$ cat src/rtl/chip_test_sequencer.sv
// Sequencer that launches one of NUM_CHIPS attached chip testers from a user Run button,
// waits for its Done (or a timeout) and holds the pass/fail result on display.
module chip_test_sequencer #(
    parameter int NUM_CHIPS      = 8,
    parameter int TIMEOUT_CYCLES = 1000000
) (
    input  logic                 Clk,
    input  logic                 Reset,
    input  logic                 Run,
    input  logic [2:0]           Chip_Sel,
    output logic [NUM_CHIPS-1:0] Tst_Run,
    input  logic [NUM_CHIPS-1:0] Tst_Done,
    input  logic [NUM_CHIPS-1:0] Tst_RSLT,
    output logic [NUM_CHIPS-1:0] Tst_DISP,
    output logic                 Busy,
    output logic                 Done,
    output logic                 RSLT,
    output logic                 Timeout,
    output logic                 Sel_Err
);

    localparam int CNT_W = $clog2(TIMEOUT_CYCLES);
    localparam logic [CNT_W-1:0] CNT_LAST = CNT_W'(TIMEOUT_CYCLES - 1);

    typedef enum logic [1:0] {
        S_IDLE,
        S_LAUNCH,
        S_WAIT,
        S_DISPLAY
    } state_t;

    state_t               state;
    logic                 run_q;
    logic [2:0]           sel_q;
    logic [CNT_W-1:0]     cnt;

    logic                 run_edge;
    logic                 sel_ok;
    logic [NUM_CHIPS-1:0] sel_onehot;
    logic [NUM_CHIPS-1:0] sel_mask;
    logic                 done_hit;
    logic                 rslt_hit;

    // Masking with the latched select keeps every other tester's Done/RSLT out of the decision.
    assign run_edge   = Run & ~run_q;
    assign sel_ok     = ({1'b0, Chip_Sel} < 4'(NUM_CHIPS));
    assign sel_onehot = NUM_CHIPS'(1) << Chip_Sel;
    assign sel_mask   = NUM_CHIPS'(1) << sel_q;
    assign done_hit   = |(Tst_Done & sel_mask);
    assign rslt_hit   = |(Tst_RSLT & sel_mask);

    always_ff @(posedge Clk) begin
        if (Reset) begin
            state    <= S_IDLE;
            run_q    <= 1'b1;
            sel_q    <= '0;
            cnt      <= '0;
            Tst_Run  <= '0;
            Tst_DISP <= '0;
            Busy     <= 1'b0;
            Done     <= 1'b0;
            RSLT     <= 1'b0;
            Timeout  <= 1'b0;
            Sel_Err  <= 1'b0;
        end else begin
            run_q <= Run;
            case (state)
                S_IDLE, S_DISPLAY: begin
                    if (run_edge) begin
                        sel_q    <= Chip_Sel;
                        RSLT     <= 1'b0;
                        Timeout  <= 1'b0;
                        Sel_Err  <= 1'b0;
                        Tst_DISP <= '0;
                        if (sel_ok) begin
                            state   <= S_LAUNCH;
                            Tst_Run <= sel_onehot;
                            Busy    <= 1'b1;
                            Done    <= 1'b0;
                        end else begin
                            state   <= S_DISPLAY;
                            Sel_Err <= 1'b1;
                            Busy    <= 1'b0;
                            Done    <= 1'b1;
                        end
                    end
                end
                // Done is not looked at here, so a stale Done from an earlier run cannot complete this one.
                S_LAUNCH: begin
                    Tst_Run <= '0;
                    cnt     <= '0;
                    state   <= S_WAIT;
                end
                S_WAIT: begin
                    if (done_hit) begin
                        state    <= S_DISPLAY;
                        RSLT     <= rslt_hit;
                        Busy     <= 1'b0;
                        Done     <= 1'b1;
                        Tst_DISP <= sel_mask;
                    end else if (cnt == CNT_LAST) begin
                        state    <= S_DISPLAY;
                        RSLT     <= 1'b0;
                        Timeout  <= 1'b1;
                        Busy     <= 1'b0;
                        Done     <= 1'b1;
                        Tst_DISP <= sel_mask;
                    end else begin
                        cnt <= cnt + CNT_W'(1);
                    end
                end
                default: state <= S_IDLE;
            endcase
        end
    end

endmodule

$ cat config.mk
export PLATFORM = sky130hd
export DESIGN_NAME = chip_test_sequencer
export DESIGN_NICKNAME = d
export VERILOG_FILES = /design/src/rtl/chip_test_sequencer.sv
export SDC_FILE = /design/constraint.sdc
export NUM_CORES = 1
export LEC_CHECK = 0
export BUFFER_PORTS_ARGS = -buffer_cell sky130_fd_sc_hd__buf_2
export CAP_MARGIN = 20
export CELL_PAD_IN_SITES_DETAIL_PLACEMENT = 0
export CELL_PAD_IN_SITES_GLOBAL_PLACEMENT = 2
export CORE_MARGIN = 10
export CORE_UTILIZATION = 33
export DETAILED_ROUTE_END_ITERATION = 8
export GPL_TIMING_DRIVEN = 0
export PLACE_DENSITY_LB_ADDON = 0.1
export SYNTH_ARGS = -nofsm -noshare
export SYNTH_HDL_FRONTEND = slang
export SYNTH_SLANG_ARGS = --single-unit
$ cat constraint.sdc
create_clock -name Clk -period 3.02 [get_ports Clk]
set_input_delay 0.151 -clock Clk [delete_from_list [all_inputs] [get_ports Clk]]
set_output_delay 0.151 -clock Clk [all_outputs]
set_load 0.1 [all_outputs]
==> After elaboration in Yosys (flattened, before gate mapping) <==
Index checks and enable logic that the tools add are counted.
{ "word_totals": {"reg_bits": 46, "inputBits": 22, "output_inout_bits": 21, "wordCells": 64} }
{ "classes": {"addsub": 1, "n_eq_ne": 9, "n_shift": 2, "muxes": 25, "bitwise": 4, "reduce_logical": 13} }
{ "ops": {"columns": ["operator", "n"], "rows": [
  ["$mux W20", 2],
  ["$pmux W20 S2", 1],
  ["$mux W8", 4],
  ["$pmux W8 S2", 2],
  ["$add A20 B1 Y20 const B", 1],
  ["$eq A20 B20 Y1 const B", 1],
  ["$and A8 B8 Y8", 2],
  ["$reduce_or A8 Y1", 2],
  ["$shl A1 B3 Y8 const A", 2],
  ["$mux W1", 8],
  ["$ne A2 B2 Y1 const B", 4],
  ["$pmux W1 S2", 4],
  ["$mux W2", 3],
  ["$pmux W2 S3", 1],
  ["$reduce_and A2 Y1", 3],
  ["$reduce_and A3 Y1", 2],
  ["$reduce_bool A2 Y1", 3],
  ["$eq A2 B2 Y1 const B", 2],
  ["$reduce_and A4 Y1", 1],
  ["$ne A3 B3 Y1 const B", 1],
  ["$eq A2 B1 Y1 const B", 1],
  ["$logic_not A2 Y1", 1],
  ["$reduce_or A2 Y1", 1],
  ["$and A1 B1 Y1", 1],
  ["$not A1 Y1", 1]
]} }

==> Depth between registers and ports, before layout <==
Gate-level depths: netlist (run 1).
{ "depth": {"ltp_word": 5, "mapped_depth": 8, "depth_no_buf": 7} }

==> Least setup slack after synthesis (run 1) <==
No wires, ideal clock.
{ "synth_timing": {"path_type": "flip-flop to flip-flop", "startpoint": "register sel_q[0]", "endpoint": "register cnt[14]", "setup_time_ns": 0.074, "arrival_time_ns": 2.108, "required_ns": 2.946, "setup_slack_ns": 0.838, "path_stages_with_launch": 7, "n_path_buf": 1, "period_less_slack_ns": 2.182, "cell_sequence": "dfxtp_1 > buf_6 > mux4_2 > mux2_2 > a211o_1 > or4_1 > a31oi_1"} }
{ "synth_via": {"elab_chain_cells": 5} }
{ "synth_lines": {"columns": ["element", "line", "source"], "rows": [
  ["start: declaration", "34", "logic [2:0] sel_q;"],
  ["start signal: assignment", "70", "sel_q <= Chip_Sel;"],
  ["$shl A1 B3 Y8", "48", "assign sel_mask = NUM_CHIPS'(1) << sel_q;"],
  ["$and A8 B8 Y8", "49", "assign done_hit = |(Tst_Done & sel_mask);"],
  ["$reduce_or A8 Y1", "49", null],
  ["$ne A2 B2 Y1 (no source line)", null, null],
  ["$reduce_and A3 Y1 (no source line)", null, null],
  ["end signal: assignment", "109", "cnt <= cnt + CNT_W'(1);"],
  ["end: declaration", "35", "logic [CNT_W-1:0] cnt;"]
]} }
No other way between the ends.
A chain may end at the register's enable or synchronous reset.

==> Worst setup path after layout (run 1) <==
{ "layout_timing": {"startpoint": "register sel_q[2]", "endpoint": "register cnt[8]"} }
The elaborated chain is that of the path after synthesis.

==> results.txt, run 1 <==
- Data on the critical path is required at its endpoint by ~3.2 ns.
* Yosys warning total: 0
- Nets: around 340
- Worst-case register-to-register setup slack: 0.34 ns
* Multiplexer share of the synthesized area: 5.22%
- For this run, global-route usage on met2 was measured as 20.4%.
- Setup repair after global routing left no endpoint under its margin.
- Setup slack at placement: 0.317 ns
- For this run, global-route usage on met1 was measured as 16.3%.
- The cell sitting at the root of the clock tree is a sky130_fd_sc_hd__clkbuf_8.
- Number of synthesized flops with an enable pin: 0
* Final wirelength: 6.98 mm
- The pre-antenna-repair detailed-routing pass consisted of 4 iterations.
* Maximum clock frequency: 374 MHz
- The synthesized netlist contains 48 unique library cells.
* CTS sink cnt: 46
- Avg Synthesized Cell Area: 8.71 um^2
- The most used flip-flop cell after synthesis is sky130_fd_sc_hd__dfxtp_1.
* Main combinational cell family by area after synthesis: simple AND/OR/NAND/NOR gates
- The die is approximately 100 um tall.
- At the pin with the least slew margin, the transition time is about 0.93 ns.
* Simple-gate share of the synthesized area: approximately 25%
- The number of antenna diodes in the final layout is 0.
- In this run the core area contains 30 standard-cell rows.
* Final RePlAce weighted congestion: 0.773
- After clock tree synthesis, the clock-pin slew on the worst setup and hold paths is 0.09 ns.
- The die covers 10800 um^2.
- The number of antenna violations at the first check in global routing is 0.
- Max-slew violations: 0
* Net count of the mapped netlist: 293
- The region available for standard cell placement spans just under 7000 um^2.
- The number of setup buffers added after CTS is 0.
- The number of global-route vias before repair came to ~2100.
- In the final routed layout, each cell accounts on average for 17.0 um.
- The count of nets left with antenna violations once routing finished came out at 0.
* IO Pins: 43
* Power per Cell Area: ~780 nW/um^2
* DR iter-0 viols: 66
* Worst setup slack after layout: between 0.3 and 0.4 ns
- HPWL after detailed placement: 5.18 mm
- Xor-xnor portion of the synthesized cell area: 0%
- Path type of the worst min-delay path: in -> reg
- Ys async rst share: 0%
- Synthesis produced a netlist whose cell count is 267.
- Outcome: finished clean
- STA classifies the critical path endpoint as a register.
* Final core area utilization: between 40% and 50%
* Aggregate global routing overflow: 0
* Maximum buffer depth of the clock tree: 2
- Number of I/O port buffers: 41
- The worst setup path is launched from a register.
* Number of gates given a new drive strength after cts: 0
- The count of endpoints failing hold in the final timing report was 0.
- Number of synthesized register bits: 46
* Final setup violation count: 0
* Minimum clock period after layout: 2.68 ns
- Largest vdd supply drop: about 0.21 mV
- The largest individual stage delay along the critical path comes from the cell sky130_fd_sc_hd__a211oi_2.
- Count of unresolved DRC violations after routing: 0
* Type of the worst setup path: reg -> reg
- GRT Resource Usage Total: 12.7%
* Clock tree from TritonCTS: done
- The worst path uses 88.6% of the clock period.
* Adder-cell share of the synthesized area: 2.15%
- Cts-stage hold buffer count: 0
- Compound-cell area share of the yosys netlist: 23.3%
- Across the run, the number of max-cap violations was 0.
* Cell type with the highest occurrence count on the critical path: sky130_fd_sc_hd__clkbuf_1
- Once the floorplan was initialized, standard cells occupied 34.0% of the core.
* Share of layout cells above drive strength 1: 19.4%
* First-pass GRT wire length: about 11 mm
- Clock Skews: 0.00615 ns
- Using the TritonRoute via totals, the vias-per-cell ratio works out to 5.37.
- In this run the worst path has a maximum fanout of 10.
* Signal arrival time at the worst endpoint: 2.88 ns
* Fraction of the yosys area taken by sequential cells: 39.6%
- Clock latency on the worst-skew pair, taken at its later pin, is 0.30 ns.
- Max-slew headroom at the worst pin: about 37%
- Total Negative Setup Slacks: 0 ns
- Max H-tree Level: 2
- Area of the mapped netlist: 2320 um^2
* List of cells traversed by the critical path: clkbuf_1, mux4_2, mux2_2, a211oi_2, nor2_1, clkbuf_1, o22a_1
* Maximum number of pins on one net before global-route repair: 14
- Delay of the slowest cell on the worst path: between 0.4 and 0.5 ns
- Clock tree synthesis inserted a total of 5 buffers.
- Global routing used roughly 3.7% of the available met3 tracks.
* Die width: 104 um
- met2 is the most crowded layer.
- Static leakage: 1.12 nW
- Compared with the post-synthesis result, the final layout area differs by 18.8%.
- Count of vias placed by the detailed router: 2208
state kept, by name, summed over array words and instances (netlist names):
register  count
Tst_Run       8
Timeout       1
Done          1
Busy          1
Tst_DISP      8
sel_q         3
RSLT          1
cnt          20
run_q         1
state         2
critical path: cells and delay by family (launching register included):
family / cells / cell delay, ns
AO/OA/AOI/OAI: 2 / 0.75
multiplexers: 2 / 0.72
buffers and inverters: 2 / 0.64
flip-flops: 1 / 0.31
AND/OR/NAND/NOR: 1 / 0.16
cells in the mapped netlist (2+ instances only):
library cell,number,area share [%]
sky130_fd_sc_hd__dfxtp_1,46,40
sky130_fd_sc_hd__a21oi_1,29,6.2
sky130_fd_sc_hd__nand2_1,24,3.9
sky130_fd_sc_hd__nand3_1,18,3.9
sky130_fd_sc_hd__clkbuf_1,16,2.6
sky130_fd_sc_hd__nor2_1,13,2.1
sky130_fd_sc_hd__o22a_1,12,4.5
sky130_fd_sc_hd__a31oi_1,9,2.4
sky130_fd_sc_hd__nand2b_1,7,1.9
sky130_fd_sc_hd__or4_1,7,2.3
sky130_fd_sc_hd__nand4_1,6,1.6
sky130_fd_sc_hd__and3_1,5,1.3
sky130_fd_sc_hd__nor4_1,5,1.3
sky130_fd_sc_hd__a22o_1,4,1.5
sky130_fd_sc_hd__a32o_1,4,1.7
sky130_fd_sc_hd__ha_1,4,2.2
sky130_fd_sc_hd__inv_1,4,0.65
sky130_fd_sc_hd__mux4_2,4,3.9
sky130_fd_sc_hd__or3_1,4,1.1
sky130_fd_sc_hd__and2_1,3,0.81
sky130_fd_sc_hd__and4_1,3,1.1
sky130_fd_sc_hd__nor3_1,3,0.65
sky130_fd_sc_hd__nor3b_1,3,0.97
sky130_fd_sc_hd__o21ai_0,3,0.65
sky130_fd_sc_hd__a211oi_1,2,0.65
sky130_fd_sc_hd__a21boi_0,2,0.65
sky130_fd_sc_hd__a311oi_1,2,0.75
sky130_fd_sc_hd__and4b_1,2,0.86
sky130_fd_sc_hd__mux2i_1,2,0.86
sky130_fd_sc_hd__o21ba_2,2,0.86
sky130_fd_sc_hd__o31ai_1,2,0.65
kinds of logic after synthesis:
logic type                 after synthesis
DFF                                     46
and+or+nand+nor                        107
other                                    1
adders and majority gates                4
buffers and inverters                   24
muxes                                    7
AOI/OAI and AO/OA                       78
layout make-up:
| class | count | area (um^2) |
|---|---|---|
| Clock buffer | 6 | 82.6 |
| Inverter | 5 | 18.8 |
| Clock inverter | 1 | 30.0 |
| Fill cell | 723 | 4070 |
| Sequential cell | 46 | 921 |
| Buffer | 19 | 83.8 |
| Multi-Input combinational cell | 197 | 1300 |
| Tap cell | 96 | 120 |
| Timing Repair Buffer | 41 | 205 |
path summary, 6_finish.rpt:
kind / start / endpoint / cells past startpoint
worst max-delay path: sel_q[2] / cnt[8] / 7
worst min-delay path: Run / run_q / 2
worst max register to register: sel_q[2] / cnt[8] / 7
worst min register to register: Tst_Run[4] / Tst_Run[4] / 2
routing by layer:
layer	part of all wire, %	wire length [um]
met3	4.4	304
met4	0.80	56
met1	49	3420
met5	0	0
met2	46	3200
stage by stage:
stage	power (mW)	std cells	area, um^2	hold slack (ns)
after global placement	1.70	404	2650	0.357
after CTS	2.18	411	2760	0.0433
after detailed placement	1.69	404	2650	0.360
final	2.16	411	2760	0.0475
after global routing	2.29	411	2760	0.0421
after floorplan	1.44	267	2320	0.258
power breakdown:
group	leakage, nW	switching, mW	total [mW]	internal, mW
Combinational	0.686	0.719	0.971	0.251
Sequential	0.372	0.0403	0.703	0.663
Clock	0.0573	0.220	0.485	0.265
Total	1.12	0.980	2.16	1.18
layout by cell type (no fill, tap or decap), types with 2 or more instances in the layout:
cell type | netlist | layout
sky130_fd_sc_hd__a311oi_1 | 2 | 2
sky130_fd_sc_hd__clkbuf_8 | 0 | 6
sky130_fd_sc_hd__a31oi_1 | 9 | 9
sky130_fd_sc_hd__nor3b_1 | 3 | 3
sky130_fd_sc_hd__nor2_1 | 13 | 13
sky130_fd_sc_hd__clkbuf_1 | 16 | 16
sky130_fd_sc_hd__ha_1 | 4 | 4
sky130_fd_sc_hd__inv_1 | 4 | 4
sky130_fd_sc_hd__or4_1 | 7 | 7
sky130_fd_sc_hd__nand2_1 | 24 | 24
sky130_fd_sc_hd__o21ai_0 | 3 | 3
sky130_fd_sc_hd__buf_2 | 1 | 42
sky130_fd_sc_hd__nand3_1 | 18 | 18
sky130_fd_sc_hd__nand2b_1 | 7 | 7
sky130_fd_sc_hd__o21ba_2 | 2 | 2
sky130_fd_sc_hd__o22a_1 | 12 | 12
sky130_fd_sc_hd__nor3_1 | 3 | 3
sky130_fd_sc_hd__mux4_2 | 4 | 4
sky130_fd_sc_hd__mux2i_1 | 2 | 2
sky130_fd_sc_hd__a22o_1 | 4 | 4
sky130_fd_sc_hd__o31ai_1 | 2 | 2
sky130_fd_sc_hd__nor4_1 | 5 | 5
sky130_fd_sc_hd__nand4_1 | 6 | 6
sky130_fd_sc_hd__a32o_1 | 4 | 4
sky130_fd_sc_hd__and4_1 | 3 | 3
sky130_fd_sc_hd__dfxtp_1 | 46 | 46
sky130_fd_sc_hd__a21boi_0 | 2 | 2
sky130_fd_sc_hd__and4b_1 | 2 | 2
sky130_fd_sc_hd__and2_1 | 3 | 3
sky130_fd_sc_hd__a21oi_1 | 29 | 29
sky130_fd_sc_hd__a211oi_1 | 2 | 2
sky130_fd_sc_hd__and3_1 | 5 | 5
sky130_fd_sc_hd__or3_1 | 4 | 4
Note: power is estimated with default switching activity, not from simulation.
==> run 2: changes to the inputs <==
- CORE_UTILIZATION: 33 -> 34
- CTS_BUF_LIST: unset -> sky130_fd_sc_hd__clkbuf_4 sky130_fd_sc_hd__clkbuf_8
==> run 2 against run 1 <==
  * Cell area grew 0.36%
  * Hold slack worse by 0.0011 ns
  * Cell count decreased by 3.6%
  * Flip-flop and latch count did not move
  * First-iteration DRC count rose by 55%
  * Fmax down 1.1%
  * Core utilization increased by 0.83 points
  * Non-clock buffer count is the same
  * Sequential share of layout area decreased by 0.12 points
  * Via count rose by 1.1%
  * Routed wire length fell by 3.9%
  * Clock skew grew 0.0031 ns
==> results.txt, run 2 (same netlist as run 1, synthesis figures left out) <==
* Core outline area: 6720 um^2 (was 6830 um^2)
* CTS sink cnt: 46 (unchanged)
- Diode count: 0 (unchanged)
- Maxcap violations: 0 (unchanged)
- Area growth syn-to-layout: 19.3% (was 18.8%)
- The standby leakage power came to 1.13 nW (was 1.12 nW).
- The number of buffers inserted by port buffering was 41 (unchanged).
- Final RePlAce weighted congestion: 0.779 (was 0.773)
- Worst-case register-to-register setup slack: 0.31 ns (was 0.34 ns)
- The accumulated negative setup slack came to 0 ns (unchanged).
* Aggregate global routing overflow: 0 (unchanged)
- Worst Path Required: 3.22 ns (about the same)
* Number of standard cells in the layout, taps in and fillers out: 396 (was 411)
- Final core area utilization: 41.3% (was 40.4%)
- The total count of max-transition violations in the final report is 0 (unchanged).
- The commonest non-fill, non-tap cell in the layout is sky130_fd_sc_hd__dfxtp_1 (unchanged).
- The area taken by flip-flops and latches was 921 um^2 (unchanged).
- The endpoint of the lowest-slack register-to-register path was cnt[11] (was cnt[8]).
- The TritonCTS clock tree is done (unchanged).
* Register clock-pin slew on the reported worst setup and hold paths: 0.09 ns (about the same)
* Placed Instances: 388 (was 404)
- Die Area: 10500 um^2 (was 10800 um^2)
- First-pass GRT wire length: 11.1 mm (was 11.5 mm)
* Vias in the first global route: 2178 (was 2119)
* Overall die height: 103 um (was 104 um)
- The number of resized instances in the post-cts repair step was 0 (unchanged).
* Reg-to-reg critical path startpoint: sel_q[2] (unchanged)
* Maximum clock frequency: 369 MHz (was 374 MHz)
- The transition time at the pin with the least slew margin came to 0.898 ns (was 0.931 ns).
- Hold Vio Cnt, Final: 0 (unchanged)
* Initial antenna violation count: 0 (unchanged)
- Type of the worst setup path: reg -> reg (unchanged)
- RSZ-0062 raised after global routing: false (unchanged)
* Nets: 341 (unchanged)
- The average detailed-routed wire length per instance is 16.9 um (was 17.0 um).
* Cell count of the worst reg-to-reg path: 7 (unchanged)
- Fillers: 694 (was 723)
- The post-layout total power was 2.24 mW (was 2.16 mW).
* Clock latency of the later-clocked register in the worst-skew pair: 0.30 ns (about the same)
- Pre-Repair DR Iteration Count: 4 (unchanged)
* Count of vias placed by the detailed router: 2233 (was 2208)
- Largest vdd supply drop: 0.303 mV (was 0.210 mV)
- Register with the highest flop count: cnt (unchanged)
* Worst setup SP type: register (unchanged)
- CTS Root Buffer Type: sky130_fd_sc_hd__clkbuf_8 (unchanged)
- End of the critical path: cnt[11] (was cnt[8])
* Most frequent cells in the layout: sky130_fd_sc_hd__dfxtp_1, sky130_fd_sc_hd__buf_2, sky130_fd_sc_hd__a21oi_1 (unchanged)
* GRT Resource Usage Total: 13.1% (was 12.7%)
* DR iter-0 viols: 102 (was 66)
* IO Pins: 43 (unchanged)
* Minimum clock period after layout: 2.71 ns (was 2.68 ns)
* Critical Path End Type: register (unchanged)
- Final wirelength: 6.71 mm (was 6.98 mm)
- The post-CTS setup repair buffer count is 0 (unchanged).
- Outcome: finished clean (unchanged)
- The fraction of final layout cells with drive strength greater than 1 is 19.6% (was 19.4%).
- Power per Cell Area: 809 nW/um^2 (was 782 nW/um^2)
* Ratio of final minimum period to clock period: 89.6% (was 88.6%)
- Maximum number of pins on one net before global-route repair: 15 (was 14)
- Max-slew headroom at the worst pin: 39.6% (was 37.4%)
- The number of H-tree branching levels was 2 (unchanged).
* Footprint of the multi-input gates: 1300 um^2 (unchanged)
* Summed area of non-filler cells in the final layout: 2770 um^2 (was 2760 um^2)
- The startpoint of the most critical setup path was sel_q[2] (unchanged).
- The starting utilization of the core area came to 34.6% (was 34.0%).
- Path type of the worst min-delay path: in -> reg (unchanged)
* HPWL after detailed placement: 5.00 mm (was 5.18 mm)
- Placed standard-cell area: 2630 um^2 (was 2650 um^2)
- Maximum buffer depth of the clock tree: 2 (unchanged)
* Cts bufs inserted: 5 (unchanged)
* Post-detailed-route via-to-cell ratio: 5.64 (was 5.37)
- The placement row count came to 30 (unchanged).
- The flip-flop count of the largest register, all copies and words added is 20 (unchanged).
- The final setup violation count was 0 (unchanged).
- The worst endpoint data arrival time is 2.90 ns (was 2.88 ns).
* Cts-stage hold buffer count: 0 (unchanged)
- Registers with the most flip-flops: cnt: 20 flops, Tst_DISP: 8 flops, Tst_Run: 8 flops (unchanged)
* Die width: 103 um (was 104 um)
* Clock Skews: 0.00924 ns (was 0.00615 ns)
- The remaining design rule violation count is 0 (unchanged).
* Number of nets with antenna violations after detailed routing: 0 (unchanged)
- Critical Path Fanout Max: 10 (unchanged)
## run 2: metrics by stage
step           setup WS (ns)  hold WS, ns
2_1_floorplan          0.838        0.258
3_3_place_gp           0.274        0.357
3_5_place_dp           0.306        0.365
4_1_cts                0.283       0.0417
5_1_grt               0.0668       0.0474
6_report               0.313       0.0464
## run 2: layout make-up
cell class,instances,share of cell area (%)
well taps,80,3.61
plain buffers,19,3.02
flip-flops and latches,46,33.2
clock inverters,2,2.17
clock buffers,6,2.98
inverters,5,0.677
multi-input cells,197,46.9
repair buffers,41,7.40
## run 2: worst min path at each step
stage,cells past startpoint,endpoint,slack (ns),start
after global routing,2,run_q,0.05,Run
after global placement,2,run_q,0.36,Run
final,2,run_q,0.05,Run
after floorplan,1,run_q,0.26,Run
after CTS,2,run_q,0.04,Run
after detailed placement,2,run_q,0.36,Run
## run 2: critical path, stage by stage (launching register included)
cell and delay [ns]:
sky130_fd_sc_hd__dfxtp_1 0.32, sky130_fd_sc_hd__clkbuf_1 0.38, sky130_fd_sc_hd__mux4_2 0.39, sky130_fd_sc_hd__mux2_2 0.33, sky130_fd_sc_hd__a211oi_2 0.47, sky130_fd_sc_hd__nor2_1 0.14, sky130_fd_sc_hd__clkbuf_1 0.28, sky130_fd_sc_hd__o22a_1 0.27
## run 2: metal layers
metal	up-vias	share of wire [%]	track usage [%]
li1	1117	-	-
met5	-	0	0
met2	41	47	22.6
met3	6	4.9	2.48
met4	0	0.73	4.23
met1	1069	47	15.9
## run 2: power breakdown
part	switching, mW	internal [mW]	leakage [nW]	total (mW)
sequential	0.0379	0.663	0.372	0.700
combinational	0.713	0.252	0.686	0.965
clock	0.224	0.353	0.0714	0.577
==> run 3: changes to the inputs <==
- MAX_ROUTING_LAYER: unset -> met4
==> run 3 against run 2 <==
  * Global-route usage increased by 0.37 points
  * Clock skew increased by 0.0012 ns
  * Routed wire length decreased by 0.34%
  * Cell count unchanged
  * Power decreased by 0.20%
  * Highest routed layer unchanged
  * Core utilization unchanged
  * Via count increased by 0.40%
  * Worst setup slack improved by 0.023 ns
  * Flip-flop and latch count unchanged
  * Non-clock buffer count unchanged
  * Combinational power about the same
  * Largest power group unchanged
  * Register-to-register slack improved by 0.02 ns
==> results.txt, run 3 (same netlist as run 1, synthesis figures left out) <==
- The via density per instance is 5.66 (was 5.64).
* Count of vias placed by the detailed router: 2242 (was 2233)
- # Post-CTS Setup Buffers: 0 (unchanged)
- Path type of the worst min-delay path: in -> reg (unchanged)
* Placed Instances: 388 (unchanged)
- Nets: 341 (unchanged)
- The fraction of final layout cells with drive strength greater than 1 is 19.6% (unchanged).
* Final setup violation count: 0 (unchanged)
* Power per Cell Area: 807 nW/um^2 (was 809 nW/um^2)
- The sort of element at the start of the critical path was a register (unchanged).
- The routability congestion estimate was 0.790 (was 0.779).
- The hold buffer count at cts came to 0 (unchanged).
- The slowest cell on the critical path is sky130_fd_sc_hd__a211oi_2 (unchanged).
- The delay of the slowest cell on the worst path is 0.47 ns (about the same).
- The total count of max-transition violations in the final report came to 0 (unchanged).
- The accumulated negative setup slack came to 0 ns (unchanged).
* Critical Path End Type: register (unchanged)
- The number of antenna violations at the first check in global routing was 0 (unchanged).
- The worst-case headroom to the max-slew limit was 40.7% (was 39.6%).
* Minimum hold slack: 0.0488 ns (was 0.0464 ns)
* Die width: 103 um (unchanged)
- Critical Path Fanout Max: 10 (unchanged)
- Outcome: finished clean (unchanged).
* Footprint of the multi-input gates: 1300 um^2 (unchanged)
- The vertical die dimension came to 103 um (unchanged).
- The total global routing overflow came to 0 (unchanged).
- Registers with the most flip-flops: cnt: 20 flops, Tst_DISP: 8 flops, Tst_Run: 8 flops (unchanged).
* IO Pins: 43 (unchanged)
* Area growth syn-to-layout: 19.3% (unchanged)
- The register with the most flip-flops was cnt (unchanged).
* Diode count: 0 (unchanged)
- Wire length per cell after detailed routing: 16.9 um (about the same)
- The critical setup path kind is reg -> reg (unchanged).
* Maximum clock frequency: 373 MHz (was 369 MHz)
- The worst setup skew after layout came to 0.0104 ns (was 0.00924 ns).
* Number of gates given a new drive strength after cts: 0 (unchanged)
* Final wirelength: 6.69 mm (was 6.71 mm)
* Ratio of final minimum period to clock period: 88.9% (was 89.6%)
- Cell count of the worst reg-to-reg path: 7 (unchanged)
- The first-pass detailed-route iteration total is 4 (unchanged).
- The number of maximum-capacitance violations is 0 (unchanged).
- The number of global-route vias before repair is 2181 (was 2178).
* GRT Resource Usage Total: 13.4% (was 13.1%)
- Stages on worst setup path: 7 (unchanged)
- The post-layout minimum cycle time was 2.68 ns (was 2.71 ns).
* Number of standard cells in the layout, taps in and fillers out: 396 (unchanged)
- Largest delay share family, worst path: compound AO/OA/AOI/OAI gates (unchanged)
- Buffering stage count on the worst path with inverters included: 2 (unchanged)
- First-pass GRT wire length: 11.1 mm (about the same)
- Measured slew at the worst slew-check pin: 0.881 ns (was 0.898 ns)
- The clock latency at the later pin of the worst-skew pair was 0.30 ns (about the same).
- End of the critical path: cnt[11] (unchanged)
* Flip-flop count of the largest register, all copies and words added: 20 (unchanged)
* Total area of sequential cells: 921 um^2 (unchanged)
- Fillers: 694 (unchanged)
- The cell depth of the worst min-delay path is 2 (unchanged).
- List of cells traversed by the critical path: clkbuf_1, mux4_2, mux2_2, a211oi_2, nor2_1, clkbuf_1, o22a_1 (unchanged).
* Count of unresolved DRC violations after routing: 0 (unchanged)
- The commonest non-fill, non-tap cell in the layout is sky130_fd_sc_hd__dfxtp_1 (unchanged).
- Most frequent cells in the layout: sky130_fd_sc_hd__dfxtp_1, sky130_fd_sc_hd__buf_2, sky130_fd_sc_hd__a21oi_1 (unchanged).
- The data required time at the worst endpoint came to 3.21 ns (was 3.22 ns).
* Static leakage: 1.13 nW (unchanged)
* Origin of the worst setup path: sel_q[2] (unchanged)
- Signal arrival time at the worst endpoint: 2.88 ns (was 2.90 ns)
- CTS Root Buffer Type: sky130_fd_sc_hd__clkbuf_8 (unchanged)
- CTS sink cnt: 46 (unchanged)
- Clock tree from TritonCTS: done (unchanged)
* Die Area: 10500 um^2 (unchanged)
- Maximum buffer depth of the clock tree: 2 (unchanged)
- The DRC violation total after the first TritonRoute iteration is 80 (was 102).
- The placement row count was 30 (unchanged).
- Number of I/O port buffers: 41 (unchanged)
- The most frequent cell on the critical path is sky130_fd_sc_hd__clkbuf_1 (unchanged).
- RSZ-0062 raised after global routing: false (unchanged).
- The count of endpoints failing hold in the final timing report came to 0 (unchanged).
- The placeable core region was 6720 um^2 (unchanged).
- The number of buffers created by CTS came to 5 (unchanged).
- Worst reg2reg endpoint: cnt[11] (unchanged)
- HPWL after detailed placement: 5.00 mm (unchanged)
- The largest net degree at the start of global routing came to 15 (unchanged).
- The largest vdd supply drop is 0.301 mV (was 0.303 mV).
* Starting Density: 34.6% (unchanged)
- Worst-case register-to-register setup slack: 0.34 ns (was 0.31 ns)
* Reg-to-reg critical path startpoint: sel_q[2] (unchanged)
- The number of H-tree branching levels is 2 (unchanged).
* Number of nets with antenna violations after detailed routing: 0 (unchanged)
- Register clock-pin slew on the reported worst setup and hold paths: 0.09 ns (about the same)
## run 3: cell counts in the layout (fill, tap and decap cells not counted)
Identical to the previous run, type by type.
## run 3: power by group
part,internal [mW],switching (mW)
combinational,0.252,0.711
clock,0.353,0.221
sequential,0.663,0.0380
total,1.27,0.970
## run 3: area by class of cell
class | count | share of cell area (%)
buffer | 19 | 3.02
sequential | 46 | 33.2
inverter | 5 | 0.677
timing repair buffer | 41 | 7.40
multi-input combinational | 197 | 46.9
tap | 80 | 3.61
clock buffer | 6 | 2.98
clock inverter | 2 | 2.17
## run 3: worst min-delay path by stage
| stage | from | endpoint |
|---|---|---|
| final | Run | run_q |
| after global routing | Run | run_q |
| after CTS | Run | run_q |
| after detailed placement | Run | run_q |
| after global placement | Run | run_q |
| after floorplan | Run | run_q |
## run 3: metal layers
metal	track usage, %	up-vias	part of all wire, %
met5	-	-	0
met4	4.23	0	0.57
met3	2.48	4	4.8
met2	22.6	37	49
met1	15.8	1086	46
li1	-	1115	-
## run 3: through the flow
| step | area [um^2] | util [%] | setup WS, ns | total power [mW] |
|---|---|---|---|---|
| 3_5_place_dp | 2630 | 39.1 | 0.306 | 1.68 |
| 5_1_grt | 2770 | 41.3 | 0.0673 | 2.38 |
| 4_1_cts | 2770 | 41.3 | 0.283 | 2.26 |
| 2_1_floorplan | 2320 | - | 0.838 | 1.44 |
| 3_3_place_gp | 2630 | 39.1 | 0.274 | 1.70 |
| 6_report | 2770 | 41.3 | 0.336 | 2.24 |
## run 3: worst register-to-register path, stage by stage (launching register included)
cell	delay (ns)
sky130_fd_sc_hd__dfxtp_1	0.32
sky130_fd_sc_hd__clkbuf_1	0.36
sky130_fd_sc_hd__mux4_2	0.39
sky130_fd_sc_hd__mux2_2	0.33
sky130_fd_sc_hd__a211oi_2	0.47
sky130_fd_sc_hd__nor2_1	0.15
sky130_fd_sc_hd__clkbuf_1	0.29
sky130_fd_sc_hd__o22a_1	0.28
